### src/rtl/stream_pkg.sv
// rtl/stream_pkg.sv - shared types and helpers for the stream width converters
package stream_pkg;

    typedef enum logic [0:0] {
        EMPTY = 1'b0,
        SEND  = 1'b1
    } state_e;

    function automatic int lane_idx_w(input int ratio);
        return $clog2(ratio);
    endfunction

    function automatic int keep_count(input logic [31:0] keep);
        int count;
        count = 0;
        for (int i = 0; i < 32; i++) begin
            count += int'(keep[i]);
        end
        return count;
    endfunction

endpackage

### src/rtl/stream_lane_mux.sv
// rtl/stream_lane_mux.sv - selects one narrow lane out of a wide word
module stream_lane_mux
    import stream_pkg::*;
#(
    parameter int WIDTH = 4,
    parameter int RATIO = 2
) (
    input  logic [WIDTH*RATIO-1:0]       wide,
    input  logic [lane_idx_w(RATIO)-1:0] sel,
    output logic [WIDTH-1:0]             lane
);

    assign lane = wide[sel*WIDTH +: WIDTH];

endmodule

### src/rtl/stream_downsize.sv
// rtl/stream_downsize.sv - wide-to-narrow stream converter, lane 0 first
module stream_downsize
    import stream_pkg::*;
#(
    parameter int WIDTH = 4,
    parameter int RATIO = 2
) (
    input  logic                   clk_i,
    input  logic                   rst_i,
    input  logic                   s_valid_i,
    output logic                   s_ready_o,
    input  logic [WIDTH*RATIO-1:0] s_data_i,
    input  logic [RATIO-1:0]       s_keep_i,
    input  logic                   s_last_i,
    output logic                   m_valid_o,
    input  logic                   m_ready_i,
    output logic [WIDTH-1:0]       m_data_o,
    output logic                   m_last_o
);

    localparam int IW = lane_idx_w(RATIO);

    state_e                 state;
    logic [WIDTH*RATIO-1:0] hold_data;
    logic [IW-1:0]          hold_last_idx;
    logic                   hold_last;
    logic [IW-1:0]          idx;

    int   n_in;
    logic final_lane;
    logic s_accept;
    logic m_accept;
    logic load;

    always_comb begin
        n_in = keep_count(32'(s_keep_i));
    end

    // The held lane count is stored as n-1 so it fits the lane index width.
    assign final_lane = (state == SEND) && (idx == hold_last_idx);
    assign s_ready_o  = !rst_i && ((state == EMPTY) || (final_lane && m_ready_i));
    assign s_accept   = s_valid_i && s_ready_o;
    assign m_valid_o  = (state == SEND);
    assign m_accept   = m_valid_o && m_ready_i;
    assign load       = s_accept && (n_in != 0);
    assign m_last_o   = final_lane && hold_last;

    stream_lane_mux #(
        .WIDTH (WIDTH),
        .RATIO (RATIO)
    ) u_lane_mux (
        .wide (hold_data),
        .sel  (idx),
        .lane (m_data_o)
    );

    always_ff @(posedge clk_i or posedge rst_i) begin
        if (rst_i) begin
            state         <= EMPTY;
            idx           <= '0;
            hold_data     <= '0;
            hold_last_idx <= '0;
            hold_last     <= 1'b0;
        end else begin
            case (state)
                EMPTY: begin
                    if (load) begin
                        state <= SEND;
                    end
                end
                SEND: begin
                    if (m_accept && !final_lane) begin
                        idx <= idx + 1'b1;
                    end else if (m_accept && !load) begin
                        state <= EMPTY;
                    end
                end
                default: state <= EMPTY;
            endcase
            if (load) begin
                hold_data     <= s_data_i;
                hold_last_idx <= IW'(n_in - 1);
                hold_last     <= s_last_i;
                idx           <= '0;
            end
        end
    end

    // Keep must be a run of ones starting at lane 0.
    a_keep_contiguous: assert property (@(posedge clk_i) disable iff (rst_i)
        s_accept |-> ((s_keep_i & (s_keep_i + RATIO'(1))) == '0));

endmodule

### config.mk
export PLATFORM = sky130hd
export DESIGN_NAME = stream_downsize
export DESIGN_NICKNAME = d
export VERILOG_FILES = /design/src/rtl/stream_pkg.sv /design/src/rtl/stream_lane_mux.sv /design/src/rtl/stream_downsize.sv
export SDC_FILE = /design/constraint.sdc
export NUM_CORES = 1
export LEC_CHECK = 0
export BUFFER_PORTS_ARGS = -buffer_cell sky130_fd_sc_hd__buf_4
export CAP_MARGIN = 20
export CORE_MARGIN = 2
export CORE_UTILIZATION = 42
export DETAILED_ROUTE_END_ITERATION = 8
export PLACE_DENSITY = 0.84
export SYNTH_ARGS = -nofsm -noshare
export SYNTH_HDL_FRONTEND = slang
export SYNTH_SLANG_ARGS = --single-unit
### constraint.sdc
create_clock -name clk_i -period 1.4 [get_ports clk_i]
set_input_delay 0.21 -clock clk_i [delete_from_list [all_inputs] [get_ports clk_i]]
set_output_delay 0.21 -clock clk_i [all_outputs]
set_load 0.02 [all_outputs]
==> run summary, run 1 <==
status: finished, violations left
violated checks: setup timing
share of layout cells above drive strength 1: 70.00%
highest clock rate: 0.6434 GHz
initial antenna violation count: 0
global-route wire length before repair: 2.283 mm
Hold Vio Cnt, Final: 0
Post-Layout Cell Count: 95
vias in the first global route: 502
final worst setup slack: -0.1543 ns
Critical Path Source Type: flop
placed cell count: 85
RSZ-0062 raised after global routing: true
TritonCTS clock tree: done
Power, Total: 0.002396 W
net count after synthesis: 61
fill count: 105
GP Congestion: 0.7394
Slew @ Worst Pin: 0.4828 ns
Layout Nets: 97
Crit Reg-Reg Endpoint: hold_data[3]
Inserted Clock Buffers: 3
leakage dissipation: 0.5320 nW
sequential fraction of the synthesis area: 48.19%
GR Util All Layers: 17.74%
vias per inst: 5.063
worst hold start: s_data_i[1]
minimum clock period: 1.554 ns
Reg2Reg Depth: 5
port bufs: 21
hold path cells: 2
gr ovfl total: 0
hold endpoint: hold_data[1]
Post-DP Area: 825.8 um^2
Die Width: 42.52 um
Syn-to-layout area delta: 61.04%
MaxCap Viol Count: 0
Critical Path RT: 1.19 ns
setup_tns: -1.464 ns
area leader, netlist: dfrtp_1
relative slew slack: 67.78%
# IOs: 22
HP Class: in -> reg
clock transition at the registers of the reported paths: 0.09 ns
Critical R2R Launch: idx
Total Routed Length: 1.465 mm
largest net degree at the start of global routing: 13
H-tree Lvls: 1
top cells by area, synth: dfrtp_1 (48%), mux2_2 (25%), nor4b_4 (3.8%), a31oi_4 (3.4%), inv_1 (3.0%)
Antenna Nets Post-Route: 0
DP Wirelength: 884.5 um
Max Root-Sink Buffers: 2
Post-Syn Area: 623.1 um^2
clock skew: 0.01225 ns
part of the cycle the worst path needs: 111.0%
Unique masters post-synth: 16
reg2reg setup slack: -0.11 ns
core area: 0.001350 mm^2
Synth warnings: 0
mean routed wirelength per cell: 15.42 um
Critical Path End Type: output pin
Worst Path Class, Setup: reg -> out
Post-synth EDFFs: 0
crit-path max FO: 2
# rows: 13
VDD IR-drop max: 1.632 mV
main flop type after synthesis: dfrtp_1
pwr dens: 2388 mW/mm^2
Slew Viols, Final: 0
Syn Inst Count: 45
Avg Synthesized Cell Area: 13.85 um^2
#FFs+latches synth: 12
Die Height: 42.52 um
Clock Tree Root: clkbuf_4
DR iter-0 viols: 6
Synth async-reset ratio: 100.0%
total number of vias: 481
Worst-Skew Late Latency: 0.28 ns
post-route cell area: 0.001003 mm^2
total iterations of the first detailed-routing run: 4
Yosys top cell area share: 48.19%
final setup fails: 16
# DRC: 0
antenna fix cells: 0
die area: 0.001808 mm^2
TritonCTS Sinks: 12
Crit path arrival time: 1.34 ns
Initial Util: 46.15%
pre-CTS setup slack: -0.1762 ns
-- cells in the mapped netlist (2+ instances only) --
library cell   n
dfrtp_1       12
inv_1          5
mux2_2        14
nand2_1        2
-- area by class of cell --
type,instances,area [um^2],area share (%)
timing repair buffer,32,277.8,27.68
tap,15,18.77,1.870
clock buffer,4,36.28,3.616
multi-input combinational,27,351.6,35.04
inverter,5,18.77,1.870
sequential,12,300.3,29.93
-- how the worst max path moves through the flow --
stage             startpoint            to  slack [ns]  cells past startpoint
2_1_floorplan            idx  hold_data[0]      -0.009                      4
3_5_place_dp     s_keep_i[0]  hold_data[4]       -0.18                      6
6_report       hold_last_idx     s_ready_o       -0.15                      5
4_1_cts        hold_last_idx     s_ready_o        -0.1                      5
5_1_grt                  idx     s_ready_o       -0.23                      5
3_3_place_gp     s_keep_i[0]  hold_data[7]       -0.14                      6
-- per-layer routing --
| layer | global-route usage, % | part of all wire (%) | up-vias |
|---|---|---|---|
| met5 | 0 | 0 | - |
| met4 | 7.500 | 0.82 | 0 |
| met3 | 5.172 | 4.2 | 2 |
| met2 | 31.38 | 54 | 14 |
| met1 | 19.51 | 41 | 238 |
| li1 | - | - | 227 |
-- stage by stage --
| step | hold slack (ns) | utilization, % |
|---|---|---|
| 3_3_place_gp | 0.2837 | 61.17 |
| 6_report | 0.1597 | 74.33 |
| 3_5_place_dp | 0.2914 | 61.17 |
| 5_1_grt | 0.1506 | 74.33 |
| 2_1_floorplan | 0.07470 | - |
| 4_1_cts | 0.1614 | 71.55 |
-- power breakdown --
group          switching [W]  leakage, nW  total, W  internal [W]
clock network       0.000120       0.0210  0.000278      0.000158
registers           0.000123        0.142  0.000648      0.000525
logic               0.000568        0.369   0.00147      0.000903
total               0.000811        0.532   0.00240       0.00159
-- critical path, cell delays in order, from the launching register on --
cell,delay [ns]
dfrtp_1,0.42
xnor2_2,0.18
buf_4,0.14
nand2_2,0.06
a21oi_2,0.13
buf_4,0.15
-- flip-flops by register name, summed over array words and instances, names as in the netlist --
name,count
hold_data,8
hold_last,1
idx,1
m_valid_o,1
hold_last_idx,1
-- kinds of logic (layout without fill, tap and decap cells) --
logic type               Yosys count  count (layout)  synth area share (%)
multiplexers                      15              15                 26.91
AO/OA/AOI/OAI                      5               5                 7.228
adder cells (fa/ha/maj)            1               1                 2.008
AND/OR/NAND/NOR                    5               5                 8.233
buffers and inverters              6              41                 4.819
XOR/XNOR                           1               1                 2.611
flip-flops                        12              12                 48.19
-- what timing repair did --
action                                  in CTS  in global routing
buffers inserted                             4                  1
hold buffers                                 1                  0
pin swaps                                    4                  1
gates resized for setup                     14                  8
endpoints found under the setup margin      15                 15
hold endpoints to repair                     7                  0
-- placed cells by master (no fill, tap or decap), drive strengths merged --
| master | count |
|---|---|
| nor3b | 1 |
| mux2 | 14 |
| dlygate4sd3 | 1 |
| inv | 5 |
| a21oi | 1 |
| ha | 1 |
| dfrtp | 12 |
| nor4b | 1 |
| a21o | 1 |
| xnor2 | 1 |
| o22ai | 1 |
| buf | 31 |
| nand2 | 2 |
| and3 | 1 |
| clkbuf | 4 |
| mux2i | 1 |
| o21ai | 1 |
| a31oi | 1 |
(Power assumes the default switching activity.)
==> inputs of run 2 (changes only) <==
TNS_END_PERCENT = 10   (was unset)
==> run 2 against run 1 <==
Compared with the run above: the flow still finishes with violations (setup timing); global-route usage is the same; final area shrank 1.1%; sequential cell count is the same; largest cell class unchanged; highest routed layer unchanged.
==> run summary, run 2 (synthesis results as in run 1) <==
status: finished, violations left (unchanged)
violated checks: setup timing (unchanged)
TritonCTS Sinks: 12 (unchanged)
final worst setup slack: -0.1554 ns (was -0.1543 ns)
Inserted Clock Buffers: 3 (unchanged)
# IOs: 22 (unchanged)
RSZ-0062 raised after global routing: true (unchanged)
port bufs: 21 (unchanged)
VDD IR-drop max: 1.631 mV (was 1.632 mV)
Max Root-Sink Buffers: 2 (unchanged)
final hold slack: 0.1596 ns (was 0.1597 ns)
Clock Tree Root: clkbuf_4 (unchanged)
vias per inst: 5.000 (was 5.063)
setup_tns: -1.471 ns (was -1.464 ns)
initial antenna violation count: 0 (unchanged)
antenna fix cells: 0 (unchanged)
fin util: 73.49% (was 74.33%)
Sequential Power Share: 27.2% (was 27.0%)
hold endpoint: hold_data[1] (unchanged)
Worst Path Class, Setup: reg -> out (unchanged)
DP Wirelength: 884.5 um (unchanged)
Total Routed Length: 1.434 mm (was 1.465 mm)
Crit Reg-Reg Endpoint: hold_data[1] (was hold_data[3])
Critical Path Source Type: flop (unchanged)
Slew Viols, Final: 0 (unchanged)
Reg2Reg Depth: 5 (unchanged)
Clk pwr share: 11.7% (was 11.6%)
Sw Share: 33.98% (was 33.84%)
most common cell after layout, fill and taps aside: buf_4 (unchanged)
core area: 0.001350 mm^2 (unchanged)
critical path's slowest cell: dfrtp_1 (unchanged)
# DRC: 0 (unchanged)
reg2reg setup slack: -0.12 ns (was -0.11 ns)
WP buf/inv: 2 (unchanged)
hold path cells: 2 (unchanged)
Hold Vio Cnt, Final: 0 (unchanged)
share of layout cells above drive strength 1: 69.62% (was 70.00%)
Die Width: 42.52 um (unchanged)
Worst-Skew Late Latency: 0.27 ns (was 0.28 ns)
Post-DP Area: 825.8 um^2 (unchanged)
H-tree Lvls: 1 (unchanged)
DR iter-0 viols: 3 (was 6)
largest net degree at the start of global routing: 13 (unchanged)
post-route cell area: 992.2 um^2 (was 0.001003 mm^2)
Critical Path RT: 1.19 ns (about the same)
pwr dens: 2395 mW/mm^2 (was 2388 mW/mm^2)
leakage dissipation: 0.5227 nW (was 0.5320 nW)
TritonCTS clock tree: done (unchanged)
max reg flops: 8 (unchanged)
Antenna Nets Post-Route: 0 (unchanged)
CP dominant cell by count: buf_4 (unchanged)
CP delay by family, top: flip-flops (unchanged)
MaxCap Viol Count: 0 (unchanged)
part of the power in combinational logic: 61.0% (was 61.4%)
part of the cycle the worst path needs: 111.1% (was 111.0%)
Layout Nets: 96 (was 97)
vias in the first global route: 505 (was 502)
Critical Path End Type: output pin (unchanged)
# rows: 13 (unchanged)
Max stage delay on crit path: 0.42 ns (about the same)
clock skew: 0.01053 ns (was 0.01225 ns)
largest register by flop count: hold_data (unchanged)
mean routed wirelength per cell: 15.26 um (was 15.42 um)
crit-path max FO: 2 (unchanged)
minimum clock period: 1.555 ns (was 1.554 ns)
total iterations of the first detailed-routing run: 4 (unchanged)
worst hold start: s_data_i[1] (unchanged)
placed cell count: 85 (unchanged)
Die Height: 42.52 um (unchanged)
Post-Layout Cell Count: 94 (was 95)
Critical R2R Launch: idx (unchanged)
relative slew slack: 68.58% (was 67.78%)
Syn-to-layout area delta: 59.24% (was 61.04%)
global-route wire length before repair: 2.283 mm (unchanged)
Crit path arrival time: 1.35 ns (was 1.34 ns)
clock transition at the registers of the reported paths: 0.09 ns (about the same)
highest clock rate: 0.6429 GHz (was 0.6434 GHz)
die area: 0.001808 mm^2 (unchanged)
final setup fails: 15 (was 16)
total number of vias: 470 (was 481)
NetSw: 0.0008074 W (was 0.0008108 W)
gr ovfl total: 0 (unchanged)
Initial Util: 46.15% (unchanged)
internal power: 0.001569 W (was 0.001585 W)
GP Congestion: 0.7394 (unchanged)
Slew @ Worst Pin: 0.4708 ns (was 0.4828 ns)
most frequent cells in the layout: buf_4 (23), mux2_4 (12), dfrtp_1 (12), buf_6 (6), inv_1 (5) (was buf_4 (24), mux2_4 (13), dfrtp_1 (12), buf_6 (6), inv_1 (5))
GR Util All Layers: 17.74% (unchanged)
HP Class: in -> reg (unchanged)
critical-path cell list: xnor2_2, buf_4, nand2_2, a21oi_2, buf_4 (unchanged)
## run 2: area by class of cell
| type | count | area [um^2] |
|---|---|---|
| Multi-Input combinational cell | 27 | 347.8 |
| Fill cell | 106 | 357.8 |
| Sequential cell | 12 | 300.3 |
| Tap cell | 15 | 18.77 |
| Inverter | 5 | 18.77 |
| Clock buffer | 4 | 36.28 |
| Timing Repair Buffer | 31 | 270.3 |
## run 2: power by group through the flow
stage               Sequential [W]  Clock, W  Combinational, W
global route              0.000670  0.000300           0.00154
finish                    0.000647  0.000279           0.00145
CTS                       0.000641  0.000280           0.00136
global placement          0.000623         0           0.00102
floorplan                 0.000634         0          0.000660
detailed placement        0.000634         0           0.00105
## run 2: worst max-delay path by stage
stage,start,to,slack (ns),cells after the start
after CTS,hold_last_idx,s_ready_o,-0.1,5
after floorplan,idx,hold_data[0],-0.009,4
final,hold_last_idx,s_ready_o,-0.16,5
after detailed placement,s_keep_i[0],hold_data[4],-0.18,6
after global routing,idx,s_ready_o,-0.23,5
after global placement,s_keep_i[0],hold_data[7],-0.14,6
## run 2: worst register-to-register path, stage by stage, from the launching register on
cell,delay [ns]
dfrtp_1,0.42
xnor2_2,0.15
buf_4,0.14
a31oi_4,0.20
buf_12,0.17
mux2_2,0.33
## run 2: through the flow
step / total power [W] / setup slack (ns)
floorplan: 0.001295 / -0.009092
finish: 0.002376 / -0.1554
detailed placement: 0.001681 / -0.1762
CTS: 0.002282 / -0.09790
global route: 0.002506 / -0.2273
global placement: 0.001646 / -0.1362
## run 2: routing by layer
| metal | vias up | GRT usage [%] | routed length (um) |
|---|---|---|---|
| met2 | 14 | 31.38 | 764 |
| met1 | 229 | 19.51 | 594 |
| met3 | 2 | 5.172 | 62 |
| met5 | - | 0 | 0 |
| met4 | 0 | 7.500 | 12 |
| li1 | 225 | - | - |
## run 2: repair_timing
action / in CTS / in global routing
endpoints found under the hold margin: 7 / 0
resized for setup: 14 / 7
buffers inserted: 4 / 0
hold buffers: 1 / 0
endpoints found under the setup margin: 15 / 15
gates cloned: 0 / 0
pin swaps: 4 / 1
